<file path="src/rtl/pipe_ctrl_pkg.sv">
// Shared types and constants for the pipeline sequencing controller.
// State encodings, stall/flush polarities and the zero-register index
// live here so the controller and the hazard comparator agree on them.
package pipe_ctrl_pkg;

    // Controller states (2-bit encoding).
    typedef enum logic [1:0] {
        PC_RUN     = 2'd0,
        PC_MC_WAIT = 2'd1,
        PC_FLUSH   = 2'd2
    } pc_state_e;

    localparam logic STALL_ENABLE  = 1'b1;
    localparam logic STALL_DISABLE = 1'b0;
    localparam logic FLUSH_ENABLE  = 1'b1;
    localparam logic FLUSH_DISABLE = 1'b0;

    // x0 is hardwired to zero, so a load targeting it never creates a hazard.
    localparam logic [4:0] ZERO_REG = 5'd0;

endpackage

</file>
<file path="src/rtl/pipe_ctrl_if.sv">
// Bundle of hazard inputs and stall/flush outputs between the pipeline
// datapath (master) and the sequencing controller (slave).
interface pipe_ctrl_if #(
    parameter int RADDR_WIDTH = 5
);
    logic [RADDR_WIDTH-1:0] id_rs1_raddr_i;
    logic                   id_rs1_re_i;
    logic [RADDR_WIDTH-1:0] id_rs2_raddr_i;
    logic                   id_rs2_re_i;
    logic                   exe_mem_read_i;
    logic [RADDR_WIDTH-1:0] exe_reg_waddr_i;
    logic                   exe_mc_start_i;
    logic                   exe_mc_done_i;
    logic                   exe_branch_taken_i;

    logic                   pc_stall_o;
    logic                   if_id_stall_o;
    logic                   if_id_flush_o;
    logic                   id_exe_stall_o;
    logic                   id_exe_flush_o;
    logic                   exe_mem_flush_o;
    logic                   mc_timeout_o;
    logic [31:0]            stall_cycles_o;
    logic [31:0]            flush_cycles_o;

    modport master (
        output id_rs1_raddr_i, id_rs1_re_i, id_rs2_raddr_i, id_rs2_re_i,
               exe_mem_read_i, exe_reg_waddr_i, exe_mc_start_i,
               exe_mc_done_i, exe_branch_taken_i,
        input  pc_stall_o, if_id_stall_o, if_id_flush_o, id_exe_stall_o,
               id_exe_flush_o, exe_mem_flush_o, mc_timeout_o,
               stall_cycles_o, flush_cycles_o
    );

    modport slave (
        input  id_rs1_raddr_i, id_rs1_re_i, id_rs2_raddr_i, id_rs2_re_i,
               exe_mem_read_i, exe_reg_waddr_i, exe_mc_start_i,
               exe_mc_done_i, exe_branch_taken_i,
        output pc_stall_o, if_id_stall_o, if_id_flush_o, id_exe_stall_o,
               id_exe_flush_o, exe_mem_flush_o, mc_timeout_o,
               stall_cycles_o, flush_cycles_o
    );

endinterface

</file>
<file path="src/rtl/pipe_ctrl_hazard_det.sv">
// Load-use comparator: flags when the load in EXE writes a register that
// the instruction in ID actually reads. Purely combinational.
module pipe_hazard_det
    import pipe_ctrl_pkg::*;
#(
    parameter int RADDR_WIDTH = 5
) (
    input  logic [RADDR_WIDTH-1:0] rs1_raddr_i,
    input  logic                   rs1_re_i,
    input  logic [RADDR_WIDTH-1:0] rs2_raddr_i,
    input  logic                   rs2_re_i,
    input  logic                   exe_mem_read_i,
    input  logic [RADDR_WIDTH-1:0] exe_reg_waddr_i,
    output logic                   hazard_o
);

    // Match either read port against the load destination, excluding x0.
    always_comb begin
        hazard_o = exe_mem_read_i
                && (exe_reg_waddr_i != RADDR_WIDTH'(ZERO_REG))
                && ((rs1_re_i && (rs1_raddr_i == exe_reg_waddr_i))
                 || (rs2_re_i && (rs2_raddr_i == exe_reg_waddr_i)));
    end

endmodule

</file>
<file path="src/rtl/pipe_ctrl.sv">
// Pipeline sequencing controller for the 5-stage RV32I core.
// Produces PC / if_id / id_exe stall and flush controls plus an exe_mem
// bubble for load-use hazards, multi-cycle EXE ops and taken redirects.
// A redirect flushes two fetch slots because the instruction ROM is
// synchronous. Controls are combinational and take effect at the next edge.
// Optional build macro PIPE_CTRL_PERF_EN enables the stall/flush cycle
// counters; without it both counter outputs are constant zero.
module pipe_ctrl
    import pipe_ctrl_pkg::*;
#(
    parameter int RADDR_WIDTH = 5,
    parameter int MC_TIMEOUT  = 64,
    parameter int CNT_WIDTH   = 7   // 2**CNT_WIDTH must exceed MC_TIMEOUT
) (
    input  logic clk_i,
    input  logic rst_i,             // asynchronous, active-low
    pipe_ctrl_if.slave bus
);

    pc_state_e              state_q, state_d;
    logic [CNT_WIDTH-1:0]   cnt_q, cnt_d;
    logic                   hazard;

    logic pc_stall, if_id_stall, if_id_flush;
    logic id_exe_stall, id_exe_flush, exe_mem_flush, mc_timeout;

    pipe_hazard_det #(
        .RADDR_WIDTH (RADDR_WIDTH)
    ) u_hazard_det (
        .rs1_raddr_i     (bus.id_rs1_raddr_i),
        .rs1_re_i        (bus.id_rs1_re_i),
        .rs2_raddr_i     (bus.id_rs2_raddr_i),
        .rs2_re_i        (bus.id_rs2_re_i),
        .exe_mem_read_i  (bus.exe_mem_read_i),
        .exe_reg_waddr_i (bus.exe_reg_waddr_i),
        .hazard_o        (hazard)
    );

    // State and multi-cycle wait counter registers.
    always_ff @(posedge clk_i or negedge rst_i) begin
        if (!rst_i) begin
            state_q <= PC_RUN;
            cnt_q   <= '0;
        end else begin
            state_q <= state_d;
            cnt_q   <= cnt_d;
        end
    end

    // Next-state and control decode; each state lists its responses by priority.
    always_comb begin
        state_d       = state_q;
        cnt_d         = cnt_q;
        pc_stall      = STALL_DISABLE;
        if_id_stall   = STALL_DISABLE;
        id_exe_stall  = STALL_DISABLE;
        if_id_flush   = FLUSH_DISABLE;
        id_exe_flush  = FLUSH_DISABLE;
        exe_mem_flush = FLUSH_DISABLE;
        mc_timeout    = 1'b0;

        case (state_q)
            PC_RUN: begin
                if (bus.exe_branch_taken_i) begin
                    // Kill the instructions in IF and ID; the next ROM word
                    // is also wrong-path and is killed from FLUSH.
                    if_id_flush  = FLUSH_ENABLE;
                    id_exe_flush = FLUSH_ENABLE;
                    state_d      = PC_FLUSH;
                end else if (bus.exe_mc_start_i && !bus.exe_mc_done_i) begin
                    pc_stall      = STALL_ENABLE;
                    if_id_stall   = STALL_ENABLE;
                    id_exe_stall  = STALL_ENABLE;
                    exe_mem_flush = FLUSH_ENABLE;
                    cnt_d         = CNT_WIDTH'(1);
                    state_d       = PC_MC_WAIT;
                end else if (bus.exe_mc_start_i) begin
                    // Finished in its first cycle: behaves like a plain op.
                    state_d = PC_RUN;
                end else if (hazard) begin
                    // Hold IF/ID one cycle and insert a bubble behind the load.
                    pc_stall     = STALL_ENABLE;
                    if_id_stall  = STALL_ENABLE;
                    id_exe_flush = FLUSH_ENABLE;
                end
            end

            PC_MC_WAIT: begin
                if (bus.exe_mc_done_i) begin
                    state_d = PC_RUN;
                    cnt_d   = '0;
                end else if (cnt_q == CNT_WIDTH'(MC_TIMEOUT)) begin
                    // Give up on a unit that never answers; let the pipe move.
                    mc_timeout = 1'b1;
                    state_d    = PC_RUN;
                    cnt_d      = '0;
                end else begin
                    pc_stall      = STALL_ENABLE;
                    if_id_stall   = STALL_ENABLE;
                    id_exe_stall  = STALL_ENABLE;
                    exe_mem_flush = FLUSH_ENABLE;
                    cnt_d         = cnt_q + CNT_WIDTH'(1);
                end
            end

            PC_FLUSH: begin
                // EXE holds a bubble here, so redirects and hazards are moot.
                if_id_flush = FLUSH_ENABLE;
                state_d     = PC_RUN;
            end

            default: begin
                state_d = PC_RUN;
                cnt_d   = '0;
            end
        endcase
    end

    // Reset forces every control low, even with live hazard inputs.
    assign bus.pc_stall_o      = rst_i & pc_stall;
    assign bus.if_id_stall_o   = rst_i & if_id_stall;
    assign bus.if_id_flush_o   = rst_i & if_id_flush;
    assign bus.id_exe_stall_o  = rst_i & id_exe_stall;
    assign bus.id_exe_flush_o  = rst_i & id_exe_flush;
    assign bus.exe_mem_flush_o = rst_i & exe_mem_flush;
    assign bus.mc_timeout_o    = rst_i & mc_timeout;

`ifdef PIPE_CTRL_PERF_EN
    logic [31:0] stall_cnt_q, flush_cnt_q;

    // Free-running stall/flush cycle counters; wrap naturally at 2^32.
    always_ff @(posedge clk_i or negedge rst_i) begin
        if (!rst_i) begin
            stall_cnt_q <= '0;
            flush_cnt_q <= '0;
        end else begin
            if (pc_stall)    stall_cnt_q <= stall_cnt_q + 32'd1;
            if (if_id_flush) flush_cnt_q <= flush_cnt_q + 32'd1;
        end
    end

    assign bus.stall_cycles_o = stall_cnt_q;
    assign bus.flush_cycles_o = flush_cnt_q;
`else
    assign bus.stall_cycles_o = 32'd0;
    assign bus.flush_cycles_o = 32'd0;
`endif

endmodule

</file>
<file path="src/flat_wrapper.sv">
// flat-port wrapper written by rule: the top's interface ports become plain ports
module pipe_ctrl_flat import pipe_ctrl_pkg::*;
#(
    parameter int RADDR_WIDTH = 5,
    parameter int MC_TIMEOUT  = 64,
    parameter int CNT_WIDTH   = 7                                         
)
  (clk_i, rst_i, bus_id_rs1_raddr_i, bus_id_rs1_re_i, bus_id_rs2_raddr_i, bus_id_rs2_re_i, bus_exe_mem_read_i, bus_exe_reg_waddr_i, bus_exe_mc_start_i, bus_exe_mc_done_i, bus_exe_branch_taken_i, bus_pc_stall_o, bus_if_id_stall_o, bus_if_id_flush_o, bus_id_exe_stall_o, bus_id_exe_flush_o, bus_exe_mem_flush_o, bus_mc_timeout_o, bus_stall_cycles_o, bus_flush_cycles_o);
  pipe_ctrl_if #(.RADDR_WIDTH(RADDR_WIDTH)) bus_i ();
  input  logic clk_i;
  input  logic rst_i;
  input wire logic [$bits(bus_i.id_rs1_raddr_i)-1:0] bus_id_rs1_raddr_i;
  input wire logic [$bits(bus_i.id_rs1_re_i)-1:0] bus_id_rs1_re_i;
  input wire logic [$bits(bus_i.id_rs2_raddr_i)-1:0] bus_id_rs2_raddr_i;
  input wire logic [$bits(bus_i.id_rs2_re_i)-1:0] bus_id_rs2_re_i;
  input wire logic [$bits(bus_i.exe_mem_read_i)-1:0] bus_exe_mem_read_i;
  input wire logic [$bits(bus_i.exe_reg_waddr_i)-1:0] bus_exe_reg_waddr_i;
  input wire logic [$bits(bus_i.exe_mc_start_i)-1:0] bus_exe_mc_start_i;
  input wire logic [$bits(bus_i.exe_mc_done_i)-1:0] bus_exe_mc_done_i;
  input wire logic [$bits(bus_i.exe_branch_taken_i)-1:0] bus_exe_branch_taken_i;
  output wire logic [$bits(bus_i.pc_stall_o)-1:0] bus_pc_stall_o;
  output wire logic [$bits(bus_i.if_id_stall_o)-1:0] bus_if_id_stall_o;
  output wire logic [$bits(bus_i.if_id_flush_o)-1:0] bus_if_id_flush_o;
  output wire logic [$bits(bus_i.id_exe_stall_o)-1:0] bus_id_exe_stall_o;
  output wire logic [$bits(bus_i.id_exe_flush_o)-1:0] bus_id_exe_flush_o;
  output wire logic [$bits(bus_i.exe_mem_flush_o)-1:0] bus_exe_mem_flush_o;
  output wire logic [$bits(bus_i.mc_timeout_o)-1:0] bus_mc_timeout_o;
  output wire logic [$bits(bus_i.stall_cycles_o)-1:0] bus_stall_cycles_o;
  output wire logic [$bits(bus_i.flush_cycles_o)-1:0] bus_flush_cycles_o;
  assign bus_i.id_rs1_raddr_i = bus_id_rs1_raddr_i;
  assign bus_i.id_rs1_re_i = bus_id_rs1_re_i;
  assign bus_i.id_rs2_raddr_i = bus_id_rs2_raddr_i;
  assign bus_i.id_rs2_re_i = bus_id_rs2_re_i;
  assign bus_i.exe_mem_read_i = bus_exe_mem_read_i;
  assign bus_i.exe_reg_waddr_i = bus_exe_reg_waddr_i;
  assign bus_i.exe_mc_start_i = bus_exe_mc_start_i;
  assign bus_i.exe_mc_done_i = bus_exe_mc_done_i;
  assign bus_i.exe_branch_taken_i = bus_exe_branch_taken_i;
  assign bus_pc_stall_o = bus_i.pc_stall_o;
  assign bus_if_id_stall_o = bus_i.if_id_stall_o;
  assign bus_if_id_flush_o = bus_i.if_id_flush_o;
  assign bus_id_exe_stall_o = bus_i.id_exe_stall_o;
  assign bus_id_exe_flush_o = bus_i.id_exe_flush_o;
  assign bus_exe_mem_flush_o = bus_i.exe_mem_flush_o;
  assign bus_mc_timeout_o = bus_i.mc_timeout_o;
  assign bus_stall_cycles_o = bus_i.stall_cycles_o;
  assign bus_flush_cycles_o = bus_i.flush_cycles_o;
  pipe_ctrl #(.RADDR_WIDTH(RADDR_WIDTH), .MC_TIMEOUT(MC_TIMEOUT), .CNT_WIDTH(CNT_WIDTH)) u_core (.clk_i(clk_i), .rst_i(rst_i), .bus(bus_i));
endmodule
</file>
<file path="config.mk">
export PLATFORM = sky130hd
export DESIGN_NAME = pipe_ctrl_flat
export DESIGN_NICKNAME = d
export VERILOG_FILES = /design/src/rtl/pipe_ctrl_pkg.sv /design/src/rtl/pipe_ctrl_if.sv /design/src/rtl/pipe_ctrl_hazard_det.sv /design/src/rtl/pipe_ctrl.sv /design/src/flat_wrapper.sv
export SDC_FILE = /design/constraint.sdc
export NUM_CORES = 1
export LEC_CHECK = 0
export CAP_MARGIN = 10
export CORE_AREA = 2 2 58 60
export DETAILED_ROUTE_END_ITERATION = 16
export DIE_AREA = 0 0 60 62
export DONT_BUFFER_PORTS = 1
export GPL_TIMING_DRIVEN = 1
export PLACE_DENSITY = 0.63
export SLEW_MARGIN = 15
export SYNTH_ARGS = -nofsm -noshare
export SYNTH_HDL_FRONTEND = slang
export SYNTH_SLANG_ARGS = --single-unit
</file>
<file path="constraint.sdc">
create_clock -name clk_i -period 2.42 [get_ports clk_i]
set_input_delay 0.242 -clock clk_i [delete_from_list [all_inputs] [get_ports clk_i]]
set_output_delay 0.242 -clock clk_i [all_outputs]
set_load 0.01 [all_outputs]
</file>
Word level (Yosys, flattened, before mapping)
Index checks and enable logic that the tools add are counted.
{"block": "word_totals", "reg_bits": 9, "latch_bits": 0, "mem_bits_rw": 0, "romBits": 0, "inputBits": 23, "mem_count": 0}
{"block": "classes", "addsub": 1, "mul": 0, "n_div": 0, "n_lt_le_gt_ge": 0, "n_eq_ne": 9, "shifts": 0, "muxes": 29, "bitwise": 6, "reduce_logical": 11}
{"cell": "$mux 7", "count": 4}
{"cell": "$pmux 7 s3", "count": 1}
{"cell": "$mux 1", "count": 15}
{"cell": "$eq 5x5->1", "count": 2}
{"cell": "$mux 2", "count": 5}
{"cell": "$add 7x1->7 const B", "count": 1}
{"cell": "$eq 7x7->1 const B", "count": 1}
{"cell": "$pmux 1 s2", "count": 3}
{"cell": "$and 1x1->1", "count": 5}
{"cell": "$logic_and 1x1->1", "count": 5}
{"cell": "$reduce_bool 5->1", "count": 1}
{"cell": "$ne 4x3->1 const B", "count": 1}
{"cell": "$pmux 2 s2", "count": 1}
{"cell": "$ne 3x2->1 const B", "count": 1}
{"cell": "$reduce_and 3->1", "count": 1}
{"cell": "$eq 2x1->1 const B", "count": 1}
{"cell": "$eq 2x2->1 const B", "count": 1}
{"cell": "$logic_not 2->1", "count": 1}
{"cell": "$ne 2x1->1 const B", "count": 1}
{"cell": "$ne 2x2->1 const B", "count": 1}
{"cell": "$reduce_and 2->1", "count": 1}
{"cell": "$logic_not 1->1", "count": 1}
{"cell": "$logic_or 1x1->1", "count": 1}
{"cell": "$not 1->1", "count": 1}

Longest topological paths before layout
Gate-level depths: netlist of the first run.
{"block": "depth", "depth_word": 10, "ltp_mapped": 6}

By module
A second synthesis of the first run with hierarchy kept.
{"block": "unflattened", "cells_unflattened": 140, "area_unflattened_um2": 1198.6}
{"module": "pipe_ctrl", "n_inst": 1, "cells_per_inst": 123, "area_per_inst_um2": 1064.8}
{"module": "pipe_hazard_det", "n_inst": 1, "cells_per_inst": 17, "area_per_inst_um2": 133.9}

Least setup slack after synthesis of the first run
No wires, ideal clock.
{"block": "synth_path", "kind": "reg-to-output", "from": "register u_core.state_q[1]", "to": "output bus_pc_stall_o", "t_arrival_ns": 1.470, "setup_slack_ns": 0.708, "stages_incl_launch_ff": 5, "n_path_buf": 1, "path_cell_list": "dfrtp_1 -> nor4b_1 -> o211ai_1 -> o31ai_1 -> buf_4"}
{"block": "synth_via", "elab_chain_cells": 3, "elab_cells_between_ends": 4}
{"element": "start: declaration", "line": "pipe_ctrl.sv:20", "source": "pc_state_e state_q, state_d;"}
{"element": "start signal: assignment", "line": "pipe_ctrl.sv:45", "source": "state_q <= state_d;"}
{"element": "$eq 2x1->1 or $logic_not 2->1 (tied branches)"}
{"element": "$pmux 1 s2 *"}
{"element": "$and 1x1->1 *"}
{"element": "end: declaration", "line": "flat_wrapper.sv:21", "source": "output wire logic [$bits(bus_i.pc_stall_o)-1:0] bus_pc_stall_o;"}
Every way passes the cells marked *; elsewhere a longest branch is shown, timed or not.

Final worst setup path of the first run
{"block": "layout_path", "from": "register u_core.state_q[0]", "to": "output bus_pc_stall_o"}
The elaborated chain is that of the path after synthesis.

==> metrics.md, run 1 <==
| Metric | Value |
|---|---|
| Worst skew pair latency | `0.25 ns` |
| CP endpoint kind | `output pin` |
| TritonRoute pass-1 iters | `4` |
| Nets | `170` |
| Yosys top cell area share | `0.415` |
| Number of flops mapped to enable cells by yosys | `0` |
| Finish-stage setup viols | `0` |
| Fin crit period | `1.95 ns` |
| Io pins | `94` |
| CTS root buffer | `clkbuf_4` |
| Synth top cells by count | `66 x buf_4, 11 x xor2_1, 10 x nor2_1, 9 x dfrtp_1, 5 x inv_1` |
| Clk sinks | `9` |
| Post-synth top area cell | `buf_4` |
| First DRT Iteration DRCs | `25` |
| ANT cells | `0` |
| Cell variety after synth | `36` |
| Worst Hold Class | `input port to flip-flop` |
| Internal | `0.261 mW` |
| Longest Clk Path Bufs | `2` |
| GR Util All Layers | `0.0890` |
| Synth Register Bits | `9` |
| Sw Share | `0.362` |
| Core area | `3180 um2` |
| Row count | `21` |
| Max-cap violations | `0` |
| CTS tree | `yes` |
| Psw | `0.148 mW` |
| Chip height | `62 um` |
| Max incr delay on CP | `0.50 ns` |
| Combinational group share of total power | `0.289` |
| Asr flop ratio synth | `1.00` |
| Average size of a mapped cell | `8.41 um2` |
| Multi-input logic area | `681 um2` |
| Chip width | `60 um` |
| Final period utilization | `0.807` |
| Critical-path cell list | `nor4b_1 > o211ai_1 > o31ai_1 > buf_4` |
| Syn. warnings | `0` |
| Clock share of power | `0.267` |
| Vias | `729` |
| Arr. time, crit path | `1.71 ns` |
| Overflow after GRT | `0` |
| Fillers | `338` |
| Antenna violations before repair | `0` |
| RSZ-0062 raised after global routing | `no` |
| Top Family by Delay on Critical Path | `flip-flops` |
| Sequential share of power | `0.443` |
| Ys flop type | `dfrtp_1` |
| Post-CTS Setup Repair Bufs | `0` |
| P_leak | `0.525 nW` |
| Mapped Cells | `142` |
| Worst-path clk slew | `0.05 ns` |
| Average routed wire per standard cell | `9.13 um` |
| Gpl congestion | `0.747` |
| Leading post-synthesis cells by cell area | `buf_4 41%, dfrtp_1 19%, xor2_1 8.1%, nor2_1 3.1%, xnor2_1 2.2%` |
| Status | `finished, final reports clean` |
| H-tree depth | `1` |
| Most frequent cell after synthesis | `buf_4` |
| First-pass GRT wire length | `2.44 mm` |
| Fmax achieved | `512 MHz` |
| Hold Slack | `0.0633 ns` |
| DP HPWL | `1.50 mm` |
| Vias in the first global route | `562` |
| Largest net degree at the start of global routing | `13` |
| Cell Area, Synth | `1190 um2` |
| Final Hold Violating Endpoints | `0` |
| Worst VDD drop | `89.7 uV` |
| Post-CTS Resized | `0` |
| PwrDens | `398 nW/um2` |
| CTS Buf Count | `3` |
| PortBufs | `0` |
| Worst path slowest cell | `dfrtp_1` |
| Crit Path Class | `flip-flop to output pin` |
| Die ar. | `3720 um2` |
| Pins Over Slew Limit | `0` |
| Initial core utilization | `0.376` |
| Post-route setup TNS | `0 ns` |
| Detail Route Antenna Nets | `0` |
| Seq/Total Area, Yosys | `0.188` |
| Sequential cell area | `225 um2` |
| DR DRC count | `0` |
| Crit start category | `flip-flop` |
| Drt total wl | `1.73 mm` |
| Area Growth Syn to Fin | `-14.1%` |
| Worst path bufs/invs | `1` |
| Worst Path Max Fanout | `12` |
| Hold-fix buffers at CTS | `1` |
| CP Data Required Time | `2.18 ns` |
| Worst clock skew | `0.00235 ns` |
| Layout cells sized above 1 | `0.0486` |
| Vias per cell | `3.84` |
[layout by cell type, fill, tap and decap left out, types with 2 or more instances in the layout]
master / n
conb_1: 64
xor2_1: 11
nor2_1: 10
dfrtp_1: 9
inv_1: 5
xnor2_1: 3
clkbuf_4: 3
nor4_1: 2
nor3b_1: 2
nand2_1: 2
o31ai_1: 2
nand4_1: 2
o21ai_0: 2
o2111ai_1: 2
ha_1: 2
[sequential cells by signal, summed over array words and instances (netlist names)]
| name | flops |
|---|---|
| u_core.cnt_q | 7 |
| u_core.state_q | 2 |
[layer usage]
layer	routed length [um]	track usage
met5	0	0
met2	883	0.138
met3	169	0.0166
met4	22	0.0667
met1	659	0.110
[power groups by stage]
stage	registers [mW]	logic, mW	clock network, mW
after floorplan	0.177	0.183	0
after global placement	0.184	0.113	0
after detailed placement	0.183	0.113	0
after CTS	0.180	0.117	0.117
after global routing	0.183	0.140	0.124
final	0.181	0.118	0.109
[through the flow]
step | cells | cell area [um2] | util | power (mW) | setup WS [ns]
after CTS | 190 | 1030 | 0.323 | 0.415 | 0.429
after floorplan | 205 | 1430 | - | 0.361 | 0.708
after global routing | 190 | 1030 | 0.323 | 0.447 | 0.320
after detailed placement | 185 | 990 | 0.311 | 0.296 | 0.712
final | 190 | 1030 | 0.323 | 0.408 | 0.466
after global placement | 185 | 990 | 0.311 | 0.298 | 0.743
[final cells by class]
type / count / area share
sequential: 9 / 0.220
inverter: 5 / 0.0183
timing repair buffer: 2 / 0.0171
multi-input combinational: 124 / 0.663
tap: 46 / 0.0561
clock buffer: 4 / 0.0256
[final timing paths]
path | startpoint | to | slack, ns | cells past startpoint
worst max register to register | u_core.state_q[1]$_DFFE_PN0P_ | u_core.cnt_q[5]$_DFFE_PN0P_ | 0.79 | 4
worst max-delay path | u_core.state_q[0]$_DFFE_PN0P_ | bus_pc_stall_o | 0.47 | 4
worst min-delay path | bus_exe_mc_done_i | u_core.state_q[0]$_DFFE_PN0P_ | 0.06 | 1
max in group asynchronous | rst_i | u_core.state_q[1]$_DFFE_PN0P_ | 1.79 | 1
min in group asynchronous | rst_i | u_core.cnt_q[2]$_DFFE_PN0P_ | 0.35 | 1
worst min register to register | u_core.cnt_q[0]$_DFFE_PN0P_ | u_core.cnt_q[0]$_DFFE_PN0P_ | 0.57 | 2
[cells by family (layout without fill, tap and decap cells)]
family	after synthesis	after routing	synth area share
compound gates	17	17	0.111
flops	9	9	0.188
xor+xnor	14	14	0.103
buf+inv	72	11	0.440
simple gates	27	27	0.134
other cells	1	64	0.00314
fa+ha+maj	2	2	0.0209
(Power assumes the default switching activity.)
==> run 2: changes to the inputs <==
Clock period 2.42 ns to 2.01 ns, I/O delays scaled along.
==> metrics.md, run 2 (synthesized netlist as in run 1, its figures left out) <==
| Metric | Value |
|---|---|
| Status | `finished, final reports clean (unchanged)` |
| Final period utilization | `0.885` |
| Regs by FF count | `u_core.cnt_q (7), u_core.state_q (2) (unchanged)` |
| CP Data Required Time | `1.81 ns (was 2.18 ns)` |
| Average routed wire per standard cell | `9.30 um (was 9.13 um)` |
| Reg2reg path depth | `4 (unchanged)` |
| GR Util All Layers | `0.0932 (was 0.0890)` |
| Area Growth Syn to Fin | `-12.0% (was -14.1%)` |
| DP HPWL | `1.51 mm (was 1.50 mm)` |
| CTS root buffer | `clkbuf_4 (unchanged)` |
| Reg with most FFs | `u_core.cnt_q (unchanged)` |
| Hold path startpoint | `bus_exe_branch_taken_i (was bus_exe_mc_done_i)` |
| CP endpoint kind | `output pin (unchanged)` |
| Hold-critical path depth | `1 (unchanged)` |
| Layout cells sized above 1 | `0.0685 (was 0.0486)` |
| CTS tree | `yes (unchanged)` |
| Initial core utilization | `0.376 (unchanged)` |
| RR Endpoint | `u_core.cnt_q[6]$_DFFE_PN0P_ (was u_core.cnt_q[5]$_DFFE_PN0P_)` |
| Vias per cell | `3.90 (was 3.84)` |
| Drt total wl | `1.79 mm (was 1.73 mm)` |
| Crit Path Class | `flip-flop to output pin (unchanged)` |
| Nets | `172 (was 170)` |
| Overflow after GRT | `0 (unchanged)` |
| Io pins | `94 (unchanged)` |
| Detail Route Antenna Nets | `0 (unchanged)` |
| Worst Hold End | `u_core.state_q[1]$_DFFE_PN0P_ (was u_core.state_q[0]$_DFFE_PN0P_)` |
| Worst-path clk slew | `0.05 ns (about the same)` |
| Dpl ws | `0.388 ns (was 0.712 ns)` |
| Worst path bufs/invs | `1 (unchanged)` |
| Vias | `749 (was 729)` |
| Critical-path cell list | `nor4b_2 > o211ai_1 > o31ai_1 > buf_4 (was nor4b_1 > o211ai_1 > o31ai_1 > buf_4)` |
| DR DRC count | `0 (unchanged)` |
| Multi-input logic area | `687 um2 (was 681 um2)` |
| Fmax achieved | `562 MHz` |
| Worst Hold Class | `input port to flip-flop (unchanged)` |
| Crit. path cell count | `4 (unchanged)` |
| Launching point of the worst reg2reg path | `u_core.state_q[1]$_DFFE_PN0P_ (unchanged)` |
| Largest net degree at the start of global routing | `13 (unchanged)` |
| Top Family by Delay on Critical Path | `flip-flops (unchanged)` |
| Row count | `21 (unchanged)` |
| Arr. time, crit path | `1.58 ns (was 1.71 ns)` |
| Longest Clk Path Bufs | `2 (unchanged)` |
| Die ar. | `3720 um2 (unchanged)` |
| Reg2Reg Setup Slack | `0.39 ns (was 0.79 ns)` |
| Largest register FFs | `7 (unchanged)` |
| TritonRoute pass-1 iters | `4 (unchanged)` |
| Antenna violations before repair | `0 (unchanged)` |
| Pins Over Slew Limit | `0 (unchanged)` |
| Vias in the first global route | `569 (was 562)` |
| PortBufs | `0 (unchanged)` |
| Fin crit period | `1.78 ns` |
| CTS Buf Count | `3 (unchanged)` |
| Gpl congestion | `0.729 (was 0.747)` |
| P_leak | `0.534 nW (was 0.525 nW)` |
| Worst clock skew | `0.00489 ns (was 0.00235 ns)` |
| Sequential cell area | `226 um2 (was 225 um2)` |
| Final Hold Violating Endpoints | `0 (unchanged)` |
| Post-CTS Setup Repair Bufs | `0 (unchanged)` |
| Final Total Pwr | `0.500 mW (was 0.408 mW)` |
| Chip width | `60 um (unchanged)` |
| First DRT Iteration DRCs | `12 (was 25)` |
| Fillers | `336 (was 338)` |
| RSZ-0062 raised after global routing | `no (unchanged)` |
| Crit start category | `flip-flop (unchanged)` |
| H-tree depth | `1 (unchanged)` |
| Worst skew pair latency | `0.26 ns (was 0.25 ns)` |
| Worst path slowest cell | `dfrtp_2 (was dfrtp_1)` |
| PwrDens | `476 nW/um2 (was 398 nW/um2)` |
| Worst VDD drop | `111 uV (was 89.7 uV)` |
| Hold Slack | `0.122 ns (was 0.0633 ns)` |
| Clk sinks | `9 (unchanged)` |
| Post-route setup TNS | `0 ns (unchanged)` |
| Max incr delay on CP | `0.48 ns (was 0.50 ns)` |
| Chip height | `62 um (unchanged)` |
| Post-Route Utilization | `0.331 (was 0.323)` |
| Finish-stage setup viols | `0 (unchanged)` |
| Most common cell after layout, fill and taps aside | `conb_1 (unchanged)` |
| Commonest non-fill, non-tap cells in the layout | `64 x conb_1, 11 x xor2_1, 10 x nor2_1 (unchanged)` |
| Max-cap violations | `0 (unchanged)` |
| First-pass GRT wire length | `2.48 mm (was 2.44 mm)` |
| Setup ws final | `0.232 ns (was 0.466 ns)` |
| ANT cells | `0 (unchanged)` |
| Worst Path Max Fanout | `12 (unchanged)` |
| Core area | `3180 um2 (unchanged)` |
run 2: cell count changes in the layout (fill, tap and decap cells not counted):
cell	delta
buf_4	+1
nor4b_2	+1
nor4b_1	-1
dfrtp_1	-1
dfrtp_2	+1
dlygate4sd3_1	+1
run 2: routing by layer:
metal / global-route usage / share of wire / vias to the layer above
met3: 0.0124 / 0.079 / 4
met1: 0.108 / 0.41 / 339
met5: 0 / 0 / -
met4: 0.0794 / 0.022 / 0
li1: - / - / 356
met2: 0.152 / 0.48 / 50
run 2: layout make-up:
class / count / share of cell area
multi-input combinational: 124 / 0.654
sequential: 9 / 0.215
tap: 46 / 0.0548
timing repair buffer: 4 / 0.0333
clock buffer: 4 / 0.0250
inverter: 5 / 0.0179
run 2: timing repair:
item	in CTS	in global routing
resized for setup	0	2
endpoints found under the setup margin	0	2
hold buffers	1	1
endpoints found under the hold margin	9	1
run 2: how the worst max path moves through the flow:
stage	from	to	slack (ns)
2_1_floorplan	u_core.state_q[1]$_DFFE_PN0P_	bus_pc_stall_o	0.34
3_3_place_gp	u_core.state_q[0]$_DFFE_PN0P_	bus_pc_stall_o	0.44
3_5_place_dp	u_core.state_q[0]$_DFFE_PN0P_	bus_pc_stall_o	0.39
4_1_cts	u_core.state_q[0]$_DFFE_PN0P_	bus_pc_stall_o	0.11
5_1_grt	u_core.state_q[0]$_DFFE_PN0P_	bus_pc_stall_o	0.06
6_report	u_core.state_q[0]$_DFFE_PN0P_	bus_pc_stall_o	0.23
run 2: worst reg2reg max path: cells and delay by family (launching register included):
kind	cells	cell delay, ns
AND/OR/NAND/NOR	2	0.83
AO/OA/AOI/OAI	2	0.26
flip-flops	1	0.47
run 2: where the power goes:
| part | total, mW | leakage [nW] | internal (mW) | switching, mW |
|---|---|---|---|---|
| clock network | 0.135 | 0.0150 | 0.0762 | 0.0584 |
| logic | 0.148 | 0.399 | 0.0461 | 0.102 |
| registers | 0.218 | 0.120 | 0.196 | 0.0220 |
run 2: metrics by stage:
step	cells	instance area (um2)
finish	192	1050
global route	192	1050
CTS	191	1030
detailed placement	186	997
global placement	186	997
floorplan	205	1430
==> run 3: changes to the inputs <==
Settings changed: SLEW_MARGIN 15 to 10.
==> results of run 3 <==
No change in the layout: final DEF, timing and power equal those of run 2.
